==> config.mk <==
export PLATFORM = sky130hd
export DESIGN_NAME = rv32i_fetch_flat
export DESIGN_NICKNAME = d
export VERILOG_FILES = /design/src/rtl/rv32i_fetch_if.sv /design/src/rtl/rv32i_fetch.sv /design/src/flat_wrapper.sv
export SDC_FILE = /design/constraint.sdc
export NUM_CORES = 1
export LEC_CHECK = 0
export CAP_MARGIN = 5
export CORE_ASPECT_RATIO = 1.5
export CORE_UTILIZATION = 60
export DETAILED_ROUTE_END_ITERATION = 8
export HOLD_SLACK_MARGIN = 0.03
export MAX_ROUTING_LAYER = met4
export PLACE_DENSITY = 0.88
export SLEW_MARGIN = 25
export SYNTH_ARGS = -nofsm -noshare
export SYNTH_HDL_FRONTEND = slang
export SYNTH_SLANG_ARGS = --single-unit
==> constraint.sdc <==
create_clock -name clk_i -period 7.6 [get_ports clk_i]
set_clock_uncertainty 0.2 [all_clocks]
set_input_delay 1.52 -clock clk_i [delete_from_list [all_inputs] [get_ports clk_i]]
set_output_delay 1.52 -clock clk_i [all_outputs]
set_load 0.02 [all_outputs]
==> src/rtl/rv32i_fetch_if.sv <==
// Fetch-unit bus bundle: one memory read channel and one decode hand-off channel.
// Memory: mem_req_o/mem_addr_o hold until mem_ack_i; decode: an entry transfers when data_ready_o && decode_ready_i.
interface rv32i_fetch_if #(
  parameter int XLEN = 32,
  parameter int ILEN = 32
);
  logic            mem_req_o;
  logic [XLEN-1:0] mem_addr_o;
  logic            mem_ack_i;
  logic [ILEN-1:0] mem_data_i;
  logic            data_ready_o;
  logic            decode_ready_i;
  logic [ILEN-1:0] instruction_o;
  logic [XLEN-1:0] pc_data_o;

  modport master (
    output mem_req_o, mem_addr_o, data_ready_o, instruction_o, pc_data_o,
    input  mem_ack_i, mem_data_i, decode_ready_i
  );

  modport slave (
    input  mem_req_o, mem_addr_o, data_ready_o, instruction_o, pc_data_o,
    output mem_ack_i, mem_data_i, decode_ready_i
  );
endinterface

==> src/rtl/rv32i_fetch.sv <==
// RV32I instruction prefetcher: one outstanding memory read feeding a {pc, instruction} queue,
// with flush/redirect that discards any in-flight response.
module rv32i_fetch #(
  parameter int              XLEN     = 32,
  parameter int              ILEN     = 32,
  parameter int              DEPTH    = 4,
  parameter logic [XLEN-1:0] RESET_PC = '0
) (
  input  logic            clk_i,
  input  logic            rst_i,
  input  logic            clear_i,
  input  logic [XLEN-1:0] branch_target_i,
  rv32i_fetch_if.master   bus,
  output logic [1:0]      state_o
);
  localparam int AW = $clog2(DEPTH);
  localparam int CW = $clog2(DEPTH + 1);

  typedef enum logic [1:0] {
    IDLE    = 2'd0,
    WAIT    = 2'd1,
    DISCARD = 2'd2
  } state_t;

  state_t          state;
  logic [XLEN-1:0] fetch_pc;
  logic [XLEN-1:0] req_addr;
  logic            req_q;

  logic [XLEN-1:0] pc_mem  [DEPTH];
  logic [ILEN-1:0] ins_mem [DEPTH];
  logic [AW-1:0]   rd_ptr, wr_ptr;
  logic [CW-1:0]   count, count_nxt;

  logic            push, pop;
  logic [XLEN-1:0] target, pc_plus4;

  always_comb begin
    target    = branch_target_i & ~XLEN'(3);
    pc_plus4  = fetch_pc + XLEN'(4);
    // Only a response to a live (non-discarded, non-flushed) request enters the queue.
    push      = (state == WAIT) && bus.mem_ack_i && !clear_i;
    pop       = (count != '0) && bus.decode_ready_i;
    count_nxt = count;
    if (push && !pop) begin
      count_nxt = count + CW'(1);
    end else if (!push && pop) begin
      count_nxt = count - CW'(1);
    end
  end

  always_ff @(posedge clk_i) begin
    if (push && !rst_i) begin
      pc_mem[wr_ptr]  <= fetch_pc;
      ins_mem[wr_ptr] <= bus.mem_data_i;
    end
  end

  always_ff @(posedge clk_i) begin
    if (rst_i) begin
      state    <= IDLE;
      fetch_pc <= RESET_PC;
      req_addr <= RESET_PC;
      req_q    <= 1'b0;
      rd_ptr   <= '0;
      wr_ptr   <= '0;
      count    <= '0;
    end else begin
      if (clear_i) begin
        rd_ptr <= '0;
        wr_ptr <= '0;
        count  <= '0;
      end else begin
        if (push) wr_ptr <= wr_ptr + AW'(1);
        if (pop)  rd_ptr <= rd_ptr + AW'(1);
        count <= count_nxt;
      end

      case (state)
        IDLE: begin
          if (clear_i) begin
            fetch_pc <= target;
            req_addr <= target;
            req_q    <= 1'b1;
            state    <= WAIT;
          end else if (count < CW'(DEPTH)) begin
            req_addr <= fetch_pc;
            req_q    <= 1'b1;
            state    <= WAIT;
          end
        end
        WAIT: begin
          if (clear_i) begin
            fetch_pc <= target;
            if (bus.mem_ack_i) begin
              req_addr <= target;
            end else begin
              // Request stays on the bus; its response must be swallowed.
              state <= DISCARD;
            end
          end else if (bus.mem_ack_i) begin
            fetch_pc <= pc_plus4;
            if (count_nxt < CW'(DEPTH)) begin
              req_addr <= pc_plus4;
            end else begin
              req_q <= 1'b0;
              state <= IDLE;
            end
          end
        end
        DISCARD: begin
          if (clear_i) fetch_pc <= target;
          if (bus.mem_ack_i) begin
            req_addr <= clear_i ? target : fetch_pc;
            state    <= WAIT;
          end
        end
        default: begin
          req_q <= 1'b0;
          state <= IDLE;
        end
      endcase
    end
  end

  assign bus.mem_req_o     = req_q;
  assign bus.mem_addr_o    = req_addr;
  assign bus.data_ready_o  = (count != '0);
  assign bus.instruction_o = (count != '0) ? ins_mem[rd_ptr] : '0;
  assign bus.pc_data_o     = (count != '0) ? pc_mem[rd_ptr]  : '0;
  assign state_o           = state;
endmodule

==> src/flat_wrapper.sv <==
// flat-port wrapper written by rule: the top's interface ports become plain ports
module rv32i_fetch_flat 
#(
  parameter int              XLEN     = 32,
  parameter int              ILEN     = 32,
  parameter int              DEPTH    = 4,
  parameter logic [XLEN-1:0] RESET_PC = '0
)
  (clk_i, rst_i, clear_i, branch_target_i, state_o, bus_mem_req_o, bus_mem_addr_o, bus_data_ready_o, bus_instruction_o, bus_pc_data_o, bus_mem_ack_i, bus_mem_data_i, bus_decode_ready_i);
  rv32i_fetch_if #(.XLEN(XLEN), .ILEN(ILEN)) bus_i ();
  input  logic clk_i;
  input  logic rst_i;
  input  logic clear_i;
  input  logic [XLEN-1:0] branch_target_i;
  output logic [1:0] state_o;
  output wire logic [$bits(bus_i.mem_req_o)-1:0] bus_mem_req_o;
  output wire logic [$bits(bus_i.mem_addr_o)-1:0] bus_mem_addr_o;
  output wire logic [$bits(bus_i.data_ready_o)-1:0] bus_data_ready_o;
  output wire logic [$bits(bus_i.instruction_o)-1:0] bus_instruction_o;
  output wire logic [$bits(bus_i.pc_data_o)-1:0] bus_pc_data_o;
  input wire logic [$bits(bus_i.mem_ack_i)-1:0] bus_mem_ack_i;
  input wire logic [$bits(bus_i.mem_data_i)-1:0] bus_mem_data_i;
  input wire logic [$bits(bus_i.decode_ready_i)-1:0] bus_decode_ready_i;
  assign bus_mem_req_o = bus_i.mem_req_o;
  assign bus_mem_addr_o = bus_i.mem_addr_o;
  assign bus_data_ready_o = bus_i.data_ready_o;
  assign bus_instruction_o = bus_i.instruction_o;
  assign bus_pc_data_o = bus_i.pc_data_o;
  assign bus_i.mem_ack_i = bus_mem_ack_i;
  assign bus_i.mem_data_i = bus_mem_data_i;
  assign bus_i.decode_ready_i = bus_decode_ready_i;
  rv32i_fetch #(.XLEN(XLEN), .ILEN(ILEN), .DEPTH(DEPTH), .RESET_PC(RESET_PC)) u_core (.clk_i(clk_i), .rst_i(rst_i), .clear_i(clear_i), .branch_target_i(branch_target_i), .bus(bus_i), .state_o(state_o));
endmodule
==> metrics.md <==
| Metric | Value |
|---|---|
| Final hold vios | `0` |
| Critical path endpoint category | `output pin` |
| Final cell count without fillers | `about 1500` |
| Remaining antenna violation count after routing | `0` |
| Hold Buf Count CTS | `0` |
| Clock latency reported for the late side of the worst-skew pair | `between 0.5 and 0.6 ns` |
| Clock slew seen by the registers of the worst setup and hold paths | `0.07 ns` |
| Number of maximum-capacitance violations | `0` |
| Number of setup violations in the final report | `0` |
| Worst-path fanout max | `37` |
| Minimum setup slack among reg-to-reg paths | `~3.5 ns` |
| Terminating pin of the worst hold path | `u_core.bus.mem_addr_o[2]$_SDFFE_PP0P_` |
| Final max-slew violation count | `0` |
| Worst Path Required | `5.88 ns` |
| Hold Crit Depth | `2` |
| Synth cell count leaders | `sky130_fd_sc_hd__edfxtp_1 (256), sky130_fd_sc_hd__dfxtp_1 (76), sky130_fd_sc_hd__nand2_1 (75)` |
| CP max-delay cell | `sky130_fd_sc_hd__dfxtp_4` |
| Worst hold-check path type | `register to register` |
| Total number of vias | `around 9000` |
| Number of register bits inferred by synthesis | `between 300 and 400` |
| Cell with the most instances after synthesis | `sky130_fd_sc_hd__edfxtp_1` |
| Number of enable flip-flop cells after synthesis | `about 260` |
| Fraction of synthesized cell area taken by the top area cell type | `a little over half` |
| Placeable core region | `approximately 24000 um2` |
| Number of warnings issued by yosys | `0` |
| Instance count after placement with tap cells included | `around 1400` |
| Core occupancy in the finished layout | `between 70% and 80%` |
| Total wire length after detailed routing | `31300 um` |
| Worst Hold Launch | `u_core.bus.mem_addr_o[2]$_SDFFE_PP0P_` |
| DRC errors left | `0` |
| Leftover overflow at the end of global routing | `0` |
| Critical Path Source Type | `register` |
| Overall routing resource usage | `26.7%` |
| Synth async-reset ratio | `0%` |
| Cell variety after synth | `75` |
| Largest net degree at the start of global routing | `74` |
| Post-CTS setup-driven buffer insertion count | `0` |
| Top cells by area, synth | `sky130_fd_sc_hd__edfxtp_1 (53%), sky130_fd_sc_hd__dfxtp_1 (11%), sky130_fd_sc_hd__mux4_2 (10%), sky130_fd_sc_hd__and2_1 (3.2%), sky130_fd_sc_hd__nand2_1 (2.0%)` |
| Initial standard-cell utilization of the core | `approximately three fifths` |
| Remaining max-slew budget at the tightest pin | `29.7%` |
| Number of antenna violations at the first check in global routing | `0` |
| Worst Max-Slew Pin Slew | `approximately 1.0 ns` |
| Buffer levels on the longest clock path | `3` |
| Vert. Die Dim | `around 190 um` |
| Number of sinks driven by the clock tree | `between 300 and 400` |
| First DRT Iteration DRCs | `a little under 600` |
| Post-route clock period utilization | `between 60% and 70%` |
| Number of clock buffers inserted by TritonCTS | `29` |
| CP Class | `register to output pin` |
| Leakage | `about 5.6 nW` |
| Floorplan die width | `129 um` |
| Critical path data arrival time | `between 3 and 4 ns` |
| Count of buffer and inverter cells on the critical path | `2` |
| Maximum ir drop on the vdd rail | `approximately 0.16 mV` |
| Die footprint | `about 25000 um2` |
| # H-tree levels | `1` |
| Synthesized net count | `1086` |
| Antenna Diode Count | `0` |
| Launching point of the worst reg2reg path | `u_core.state_o[1]$_SDFFE_PP0P_` |
| Area overhead of the layout relative to synthesis | `20.0%` |
| Share of final-layout standard cells stronger than drive strength 1 | `14.4%` |
| Top flip-flop cell by instance count after synthesis | `sky130_fd_sc_hd__edfxtp_1` |
| Register-to-Register Path Depth | `11` |
| Sequential area share after synthesis | `a little under two thirds` |
| Global-route wire length before repair | `between 40000 and 50000 um` |
| Largest delay share family, worst path | `buffers and inverters` |
| Gate count after technology mapping | `1007` |
| Num rows | `69` |
| Critical path, cell by cell | `buf_4 -> mux4_2 -> and2_1 -> clkdlybuf4s50_1` |
| Crit Reg-Reg Endpoint | `u_core.bus.mem_addr_o[9]$_SDFFE_PP0P_` |
| Pwr per Cell Area | `roughly 230 nW/um2` |
| TritonCTS clock tree | `yes` |
| Final RePlAce weighted congestion | `~0.94` |
| Root buffer selected by CTS | `sky130_fd_sc_hd__clkbuf_16` |
| Leading area contributor after synthesis | `sky130_fd_sc_hd__edfxtp_1` |
| Post-layout net count | `between 1000 and 1500` |
| Setup TNS after final layout | `0 ns` |
| Via-per-instance ratio | `6.08` |
| Max frequency | `around 0.20 GHz` |
| Average wire per standard cell | `21.0 um` |
| Number of search-and-repair iterations in the first detailed-routing pass | `5` |
| RSZ-0062 raised after global routing | `false` |
| Via count of the first global-routing pass | `a little under 9000` |
| Shortest period the worst path allows | `roughly 5 ns` |
| Number of cells on the critical path | `4` |
| I/O pin cnt | `approximately 170` |
| Synthesized area per cell | `14.3 um2` |
| Number of buffer cells added on primary ports | `166` |
| Run status | `finished clean` |
| Post-synthesis instance area | `roughly 14000 um2` |
| # resized after CTS | `0` |
| Slowest stage delay, CP | `0.85 ns` |
| DP Wirelength | `a little under 20000 um` |
layout make-up:
| type | instances | area (um2) |
|---|---|---|
| sequential | 332 | 9210 |
| fill | 1574 | 6380 |
| multi-input combinational | 589 | 4780 |
| timing repair buffer | 182 | 1770 |
| clock buffer | 42 | 908 |
| tap | 319 | 399 |
| clock inverter | 11 | 164 |
| inverter | 12 | 45.0 |
layout by cell type (no fill, tap or decap), drive strengths merged, types with 3 or more instances in the layout:
cell type and instances:
a221oi 5, nand2 75, dfxtp 76, a211oi 4, nand4 15, xnor2 17
o22ai 9, nor3b 6, a222oi 4, o21ai 24, a31oi 4, xor2 18
buf 18, o211ai 13, nor2b 5, a2111oi 5, o21bai 3, clkbuf 42
clkinv 5, and3 6, nor2 49, and2 74, inv 12, mux2i 7
nand3b 7, and4 4, clkdlybuf4s50 164, nor3 29, a22oi 6, ha 10
nand3 26, a311oi 3, mux4 64, nand2b 13, bufinv 4, edfxtp 256
a21oi 46, nor4 8, a211o 4
where the power goes:
group / total (mW) / switching (mW) / internal [mW]
sequential: 2.04 / 0.0518 / 1.99
combinational: 0.301 / 0.165 / 0.137
clock: 1.60 / 0.638 / 0.966
total: 3.95 / 0.854 / 3.09
routing by layer:
layer	vias up	global-route usage, %	wire length (um)
li1	4110	-	-
met1	4492	33.8	12500
met2	356	44.1	15900
met3	76	2.34	1560
met4	0	12.1	1350
met5	-	-	0
worst register-to-register path, cell delays in order, from the launching register on:
cell                       delay, ns
sky130_fd_sc_hd__dfxtp_1        0.41
sky130_fd_sc_hd__nor2b_2        0.86
sky130_fd_sc_hd__nand2_1        0.16
sky130_fd_sc_hd__buf_4          0.25
sky130_fd_sc_hd__ha_1           0.21
sky130_fd_sc_hd__and3b_1        0.20
sky130_fd_sc_hd__or3_1          0.35
sky130_fd_sc_hd__nand3_1        0.19
sky130_fd_sc_hd__a311o_1        0.62
sky130_fd_sc_hd__buf_4          0.30
sky130_fd_sc_hd__o211ai_1       0.13
sky130_fd_sc_hd__a21oi_1        0.16
per-stage QoR:
stage | total power [mW] | hold WS (ns) | setup WS (ns) | instance area, um2
finish | 3.95 | 0.258 | 2.53 | 17300
CTS | 3.96 | 0.260 | 2.42 | 17300
detailed placement | 2.38 | 0.245 | 2.46 | 16200
floorplan | 2.24 | 0.255 | 3.07 | 14400
global placement | 2.37 | 0.242 | 2.47 | 16200
global route | 4.07 | 0.289 | 2.28 | 17300
state kept, by name, indices dropped and copies added (netlist names), named ones only:
name / count
u_core.count: 3
u_core.wr_ptr: 2
u_core.rd_ptr: 2
u_core.pc_mem: 128
u_core.ins_mem: 128
u_core.state_o: 2
u_core.fetch_pc: 32
u_core.bus.mem_req_o: 1
u_core.bus.mem_addr_o: 32
how the worst max path moves through the flow:
stage / start / endpoint
after global placement: bus_mem_ack_i / u_core.bus.mem_addr_o[9]$_SDFFE_PP0P_
after detailed placement: bus_mem_ack_i / u_core.bus.mem_addr_o[9]$_SDFFE_PP0P_
final: register / bus_pc_data_o[21]
after global routing: register / bus_pc_data_o[18]
after floorplan: bus_mem_ack_i / u_core.bus.mem_addr_o[10]$_SDFFE_PP0P_
after CTS: register / bus_pc_data_o[21]
cells by family after synthesis:
logic type      after synthesis  synth area share [%]
buf+inv                      86                  3.05
xor+xnor                     35                  2.13
compound gates              145                  6.78
fa+ha+maj                    10                 0.869
flops                       332                  63.9
mux                          72                  10.6
simple gates                327                  12.6
No activity file was read; power rests on OpenSTA's default activity.
